`src/rtl/vga_mode_seq.sv`:
```
// vga_mode_seq: steps a 2-bit VGA colour mode either from a debounced
// pushbutton or automatically every FRAMES_PER_STEP frames.
//
// state  | meaning
// -------+-----------------------------------------------------------
// MANUAL | only button presses step the mode; frame counter held at 0
// AUTO   | frame_done pulses are counted; every FRAMES_PER_STEP-th
//        | one steps the mode; button presses still step and restart
//        | the frame count
module vga_mode_seq #(
   parameter int unsigned FRAMES_PER_STEP = 60,
   parameter int unsigned DEBOUNCE_CYCLES = 16
) (
   input  logic       clk,
   input  logic       rst,
   input  logic       frame_done,
   input  logic       btn_step,
   input  logic       auto_en,
   input  logic       dir,
   output logic [1:0] vga_state,
   output logic       step_pulse
);

   typedef enum logic {
      ST_MANUAL = 1'b0,
      ST_AUTO   = 1'b1
   } state_e;

   localparam logic [15:0] DEB_LAST = 16'(DEBOUNCE_CYCLES - 1);
   localparam logic [7:0]  FRM_LAST = 8'(FRAMES_PER_STEP - 1);

   logic        sync1_q, sync2_q;
   logic        deb_q;
   logic [15:0] cnt_q;
   state_e      state_q;
   logic [7:0]  fcnt_q;
   logic [1:0]  vga_state_q;
   logic        step_pulse_q;

   logic        deb_commit;
   logic        press_ev;
   logic        auto_ev;
   logic        step_ev;
   logic [1:0]  vga_state_d;

   // Event decode: a press is the committed 0->1 debounce update; an auto
   // event is the terminal frame of the current step period.
   always_comb begin
      deb_commit  = (sync2_q != deb_q) && (cnt_q == DEB_LAST);
      press_ev    = deb_commit && sync2_q;
      auto_ev     = (state_q == ST_AUTO) && frame_done && (fcnt_q == FRM_LAST);
      step_ev     = press_ev || auto_ev;
      vga_state_d = dir ? (vga_state_q - 2'd1) : (vga_state_q + 2'd1);
   end

   // Synchronize the raw button and debounce it with a mismatch counter.
   always_ff @(posedge clk) begin
      if (rst) begin
         sync1_q <= 1'b0;
         sync2_q <= 1'b0;
         deb_q   <= 1'b0;
         cnt_q   <= '0;
      end else begin
         sync1_q <= btn_step;
         sync2_q <= sync1_q;
         if (sync2_q == deb_q) begin
            cnt_q <= '0;
         end else if (deb_commit) begin
            deb_q <= sync2_q;
            cnt_q <= '0;
         end else begin
            cnt_q <= cnt_q + 16'd1;
         end
      end
   end

   // Mode FSM with its frame counter; any step restarts the frame count.
   always_ff @(posedge clk) begin
      if (rst) begin
         state_q <= ST_MANUAL;
         fcnt_q  <= '0;
      end else begin
         case (state_q)
            ST_MANUAL: begin
               fcnt_q <= '0;
               if (auto_en) state_q <= ST_AUTO;
            end
            ST_AUTO: begin
               if (!auto_en) begin
                  state_q <= ST_MANUAL;
                  fcnt_q  <= '0;
               end else if (step_ev) begin
                  fcnt_q <= '0;
               end else if (frame_done) begin
                  fcnt_q <= fcnt_q + 8'd1;
               end
            end
            default: begin
               state_q <= ST_MANUAL;
               fcnt_q  <= '0;
            end
         endcase
      end
   end

   // Registered mode output and its one-cycle step strobe.
   always_ff @(posedge clk) begin
      if (rst) begin
         vga_state_q  <= 2'd0;
         step_pulse_q <= 1'b0;
      end else begin
         step_pulse_q <= step_ev;
         if (step_ev) vga_state_q <= vga_state_d;
      end
   end

   assign vga_state  = vga_state_q;
   assign step_pulse = step_pulse_q;

endmodule

```
`config.mk`:
```
export PLATFORM = sky130hd
export DESIGN_NAME = vga_mode_seq
export DESIGN_NICKNAME = d
export VERILOG_FILES = /design/src/rtl/vga_mode_seq.sv
export SDC_FILE = /design/constraint.sdc
export NUM_CORES = 1
export LEC_CHECK = 0
export ABC_AREA = 1
export BUFFER_PORTS_ARGS = -buffer_cell sky130_fd_sc_hd__buf_2
export CAP_MARGIN = 20
export CELL_PAD_IN_SITES_DETAIL_PLACEMENT = 1
export CELL_PAD_IN_SITES_GLOBAL_PLACEMENT = 1
export CORE_UTILIZATION = 47
export DETAILED_ROUTE_END_ITERATION = 8
export GPL_ROUTABILITY_DRIVEN = 0
export MAX_ROUTING_LAYER = met4
export PLACE_DENSITY = 0.87
export SETUP_SLACK_MARGIN = 0.3
export SKIP_LAST_GASP = 1
export SYNTH_ARGS = -nofsm -noshare
export SYNTH_HDL_FRONTEND = slang
export SYNTH_SLANG_ARGS = --single-unit
```
`constraint.sdc`:
```
create_clock -name clk -period 2.4 [get_ports clk]
set_input_delay 0.6 -clock clk [delete_from_list [all_inputs] [get_ports clk]]
set_output_delay 0.6 -clock clk [all_outputs]
set_load 0.01 [all_outputs]
```
* After elaboration in Yosys (flattened, before gate mapping) *
Cells that the tools add are included.

word-level totals
  register bits = 31
  input bits = 6
  output and inout port bits = 3
  word-level logic and storage cells = 32

operators by class
  add/subtract/negate cells = 4
  eq/ne operators = 5
  multiplexer cells = 6
  bitwise gates (word level) = 2
  reductions and logical operators = 7

operators with widths
  operator                 number
  $mux W8                  3
  $add A16 B1 Y16 const B  1
  $eq A16 B4 Y1 const B    1
  $pmux W8 S2              1
  $add A8 B1 Y8 const B    1
  $eq A8 B6 Y1 const B     1
  $logic_and A1 B1 Y1      4
  $ne A4 B3 Y1 const B     1
  $reduce_or A3 Y1         1
  $add A2 B1 Y2 const B    1
  $mux W2                  1
  $not A1 Y1               2
  $reduce_and A2 Y1        1
  $sub A2 B1 Y2 const B    1
  $eq A1 B1 Y1             1
  $logic_or A1 B1 Y1       1
  $mux W1                  1
  $ne A1 B1 Y1             1

* Logic depth before layout (Yosys ltp) *
  depth in word-level cells = 7
  depth in mapped cells = 9
  mapped depth without buffers = 9

* Worst setup path before layout *
OpenSTA, ideal clock, no wires.

  path kind = input-to-reg
  from = input port frame_done
  to = register fcnt_q[7]
  library setup time = 0.122 ns
  arrival = 1.274 ns
  required time = 2.278 ns
  setup slack = 1.004 ns
  stages = 7
  buffers on the path = 1
  cells stage by stage = buf_6 > nand2_1 > nor2_2 > nand3_1 > nor2_1 > xnor2_1 > nor2_1

on the way
  cells in the longest elaborated chain, start to end = 6
  elaborated cells on any way between the ends = 7
  those cells by class = eq/ne (1); mux (3); reduce/logical (3)

RTL lines
  item                               RTL line  source
  start, declared                    16        input logic frame_done,
  $logic_and A1 B1 Y1 (2 in series)  51        auto_ev = (state_q == ST_AUTO) && frame_done && (fcnt_q == FRM_LAST);
  $logic_or A1 B1 Y1                 52        step_ev = press_ev || auto_ev;
  $mux W8                            92        end else if (step_ev) begin
  $mux W8                            89        if (!auto_en) begin
  $pmux W8 S2                        83        case (state_q)
  end signal, assigned               95        fcnt_q <= fcnt_q + 8'd1;
  end, declared                      36        logic [7:0] fcnt_q;

Several ways; a longest one is shown, not always the timed one.
A chain may end at the register's enable or synchronous reset.

* Worst setup path after layout *
  from = register cnt_q[0]
  to = register cnt_q[13]

on the way
  cells in the longest elaborated chain, start to end = 3
  elaborated cells on any way between the ends = 4
  those cells by class = add/sub (1); eq/ne (1); reduce/logical (2)

RTL lines
  item                                                     RTL line  source
  start, declared                                          34        logic [15:0] cnt_q;
  start signal, assigned                                   72        cnt_q <= cnt_q + 16'd1;
  branches (longest 3 deep; another with $add A16 B1 Y16)  -

Parallel ways; which one is timed is not known.

==> results.toml <==
[clock_network]
clock_latency_ns = 0.33
cts_setup_buffers = 0
clkSlewWorstSetupHoldPaths_ns = 0.10
cts_tree = "built"
cts_buffer_depth = 2
cts_resized = 0
root_buffer = "clkbuf_4"
clock-sinks = 31
cts_hold_buf = 0
htreeDepth = 2
cts_inserted_buffers = 5

[final_layout]
final_util = 0.543
antenna_cells = 0
syn2layout_area_growth_pct = 8.98
final_nets = 221
drive_gt1_frac = 0.168

[floorplan]
ios = 9
start_util = 0.498
core_um2 = 3080
fp.dieW_um = 59.1
die_y_um = 59.1
placementRows = 20
dieArea_um2 = 3490

[timing]
setup-violations-final = 0
setup-tns-final_ns = 0
clock_skew_ns = 0.00749
rsz0062_at_grt = "no"
finalHoldViolCount = 0
slew_headroom = 0.774
whs_ns = 0.422
tightest_slew_ns = 0.337
fin_crit_ns = 1.76
drv_slew = 0
finalCritPeriodShare = 0.732
achievable-frequency_ghz = 0.569

[critical_path]
cp_max_fo = 14
startpoint_type = "flip-flop"
r2r-start = "cnt_q[0]$_SDFF_PP0_"
cp.arrival_ns = 2.00
worst_setup_path_end_kind = "flip-flop"
cp-startpoint = "cnt_q[0]$_SDFF_PP0_"
slowest_stage = "dfxtp_1"
timing.rr.end = "cnt_q[13]$_SDFF_PP0_"
critical_path.endpoint = "cnt_q[13]$_SDFF_PP0_"
crit_type = "reg2reg"
rrSetupSlack_ns = 0.64
required_ns = 2.64
crit_path_cell_trace = "ha_1 -> nand3_1 -> nor2_2 -> nand3_2 -> nand3_2 -> inv_1 -> o21ai_1 -> nor2_2"
critPathMaxStageDelay_ns = 0.37
reg2reg_depth = 8

[synth]
syn_area_um2 = 1530
yosysTopAreaCell = "dfxtp_1"
async_flop_share = 0
synth-main-ff-cell = "dfxtp_1"
synth-edff-count = 0
synth_top_area_frac = 0.405
ys_warn_count = 0
yosys-top-cells-area = "dfxtp_1 40%, nor2_1 9.6%, nand2_1 7.3%, inv_1 5.9%, nand3_1 4.6%"
yosysMostFrequentCell = "nor2_1"
postSynthAreaPerCell_um2 = 7.63
netlist_instances = 201
synth_cell_types = 27
ys_seq_area_frac = 0.405
ys_top_cells_by_count = "39 x nor2_1, 31 x dfxtp_1, 30 x nand2_1"
ys_ff_latch = 31
syn-num-nets = 209

[drt]
viasPerCell = 5.16
drc = 0
drt_iter0_drc = 38
wl_per_cell_um = 14.0
drt_wl_total_mm = 3.62
drt-pass1-iter-count = 4
ant_nets = 0
num_vias = 1332

[pwr]
p_per_area_nw_per_um2 = 536
p_leak_nw = 0.620
peakVddDrop_mv = 0.279
power_mw = 0.896

[global_route]
grt_pass1_vias = 1417
grt_max_degree = 15
grt_pass1_wl_mm = 6.32
grt_use_total = 0.258
overflow = 0
grt_antenna_before_repair = 0

[worst_hold_path]
worstHoldStart = "sync1_q$_SDFF_PP0_"
hold_path_class = "reg2reg"

[run_status]
status = "complete, no violations"

[run]
drv_cap = 0

[placed_design]
io_buffers = 8
dp_hpwl_mm = 2.76
## registers in the layout (all words and copies together), names as in the netlist
name        count
step_pulse      1
deb_q           1
cnt_q          16
state_q         1
sync1_q         1
fcnt_q          8
sync2_q         1
vga_state       2
## area by class of cell
cell class	count	area, um2
sequential	31	621
clock buffer	8	68.8
multi-input combinational	142	792
tap	44	55.1
timing repair buffer	8	40.0
fill	411	1410
inverter	25	93.8
## worst min-delay path by stage
stage,end,slack (ns),cells after the start
6_report,sync2_q$_SDFF_PP0_,0.42,2
5_1_grt,sync2_q$_SDFF_PP0_,0.45,2
4_1_cts,sync2_q$_SDFF_PP0_,0.43,2
3_5_place_dp,sync2_q$_SDFF_PP0_,0.41,2
3_3_place_gp,sync2_q$_SDFF_PP0_,0.40,2
2_1_floorplan,sync2_q$_SDFF_PP0_,0.39,2
## worst max-delay path: cells and delay by family, from the launching register on
family / cells / cell delay (ns)
and+or+nand+nor: 5 / 0.81
AOI/OAI and AO/OA: 1 / 0.13
DFF: 1 / 0.37
adders and majority gates: 1 / 0.21
buffers and inverters: 1 / 0.13
## layer usage
metal / part of all wire / routed length (um) / GRT usage / vias up
met5: 0 / 0 / - / -
met2: 0.50 / 1820 / 0.432 / 20
met4: 0.022 / 80 / 0.122 / 0
met1: 0.44 / 1610 / 0.288 / 642
met3: 0.031 / 113 / 0.0611 / 8
li1: - / - / - / 662
## per-stage QoR
stage	setup slack, ns	area, um2	cells
after global routing	0.490	1670	258
after global placement	0.797	1600	250
after CTS	0.628	1670	258
final	0.642	1670	258
after floorplan	1.00	1530	201
after detailed placement	0.652	1600	250
## placed cells by master (no fill, tap or decap)
master / Yosys / layout
nor2_1: 39 / 39
dfxtp_1: 31 / 31
nand2_1: 30 / 30
inv_1: 24 / 24
nand3_1: 14 / 14
xor2_1: 8 / 8
buf_2: 0 / 8
nand4_1: 7 / 7
nor2_2: 6 / 6
nor3b_1: 6 / 6
a21oi_1: 6 / 6
clkbuf_4: 0 / 5
xnor2_1: 4 / 4
nand2_2: 3 / 3
nand3_2: 3 / 3
a21oi_2: 3 / 3
nor3_1: 2 / 2
o21ai_0: 2 / 2
ha_1: 2 / 2
clkbuf_8: 0 / 2
nand4_2: 1 / 1
nor2_4: 1 / 1
nand3_4: 1 / 1
o21ai_1: 1 / 1
inv_2: 1 / 1
nor3_4: 1 / 1
o21ai_2: 1 / 1
mux2i_1: 1 / 1
clkbuf_1: 1 / 1
## logic make-up after synthesis
kind of cell             after synthesis  share of synthesized area
flip-flops                            31                      0.405
XOR/XNOR                              12                     0.0686
adder cells (fa/ha/maj)                2                     0.0163
buffers and inverters                 28                     0.0784
AO/OA/AOI/OAI                         13                     0.0522
multiplexers                           1                    0.00653
AND/OR/NAND/NOR                      114                      0.373
## power breakdown
group	total, mW	leakage, nW	switching (mW)	internal (mW)
clock	0.354	0.0386	0.182	0.172
sequential	0.520	0.250	0.00291	0.517
combinational	0.0219	0.331	0.0140	0.00787
total	0.896	0.620	0.198	0.697
Note: power is estimated with default switching activity, not from simulation.
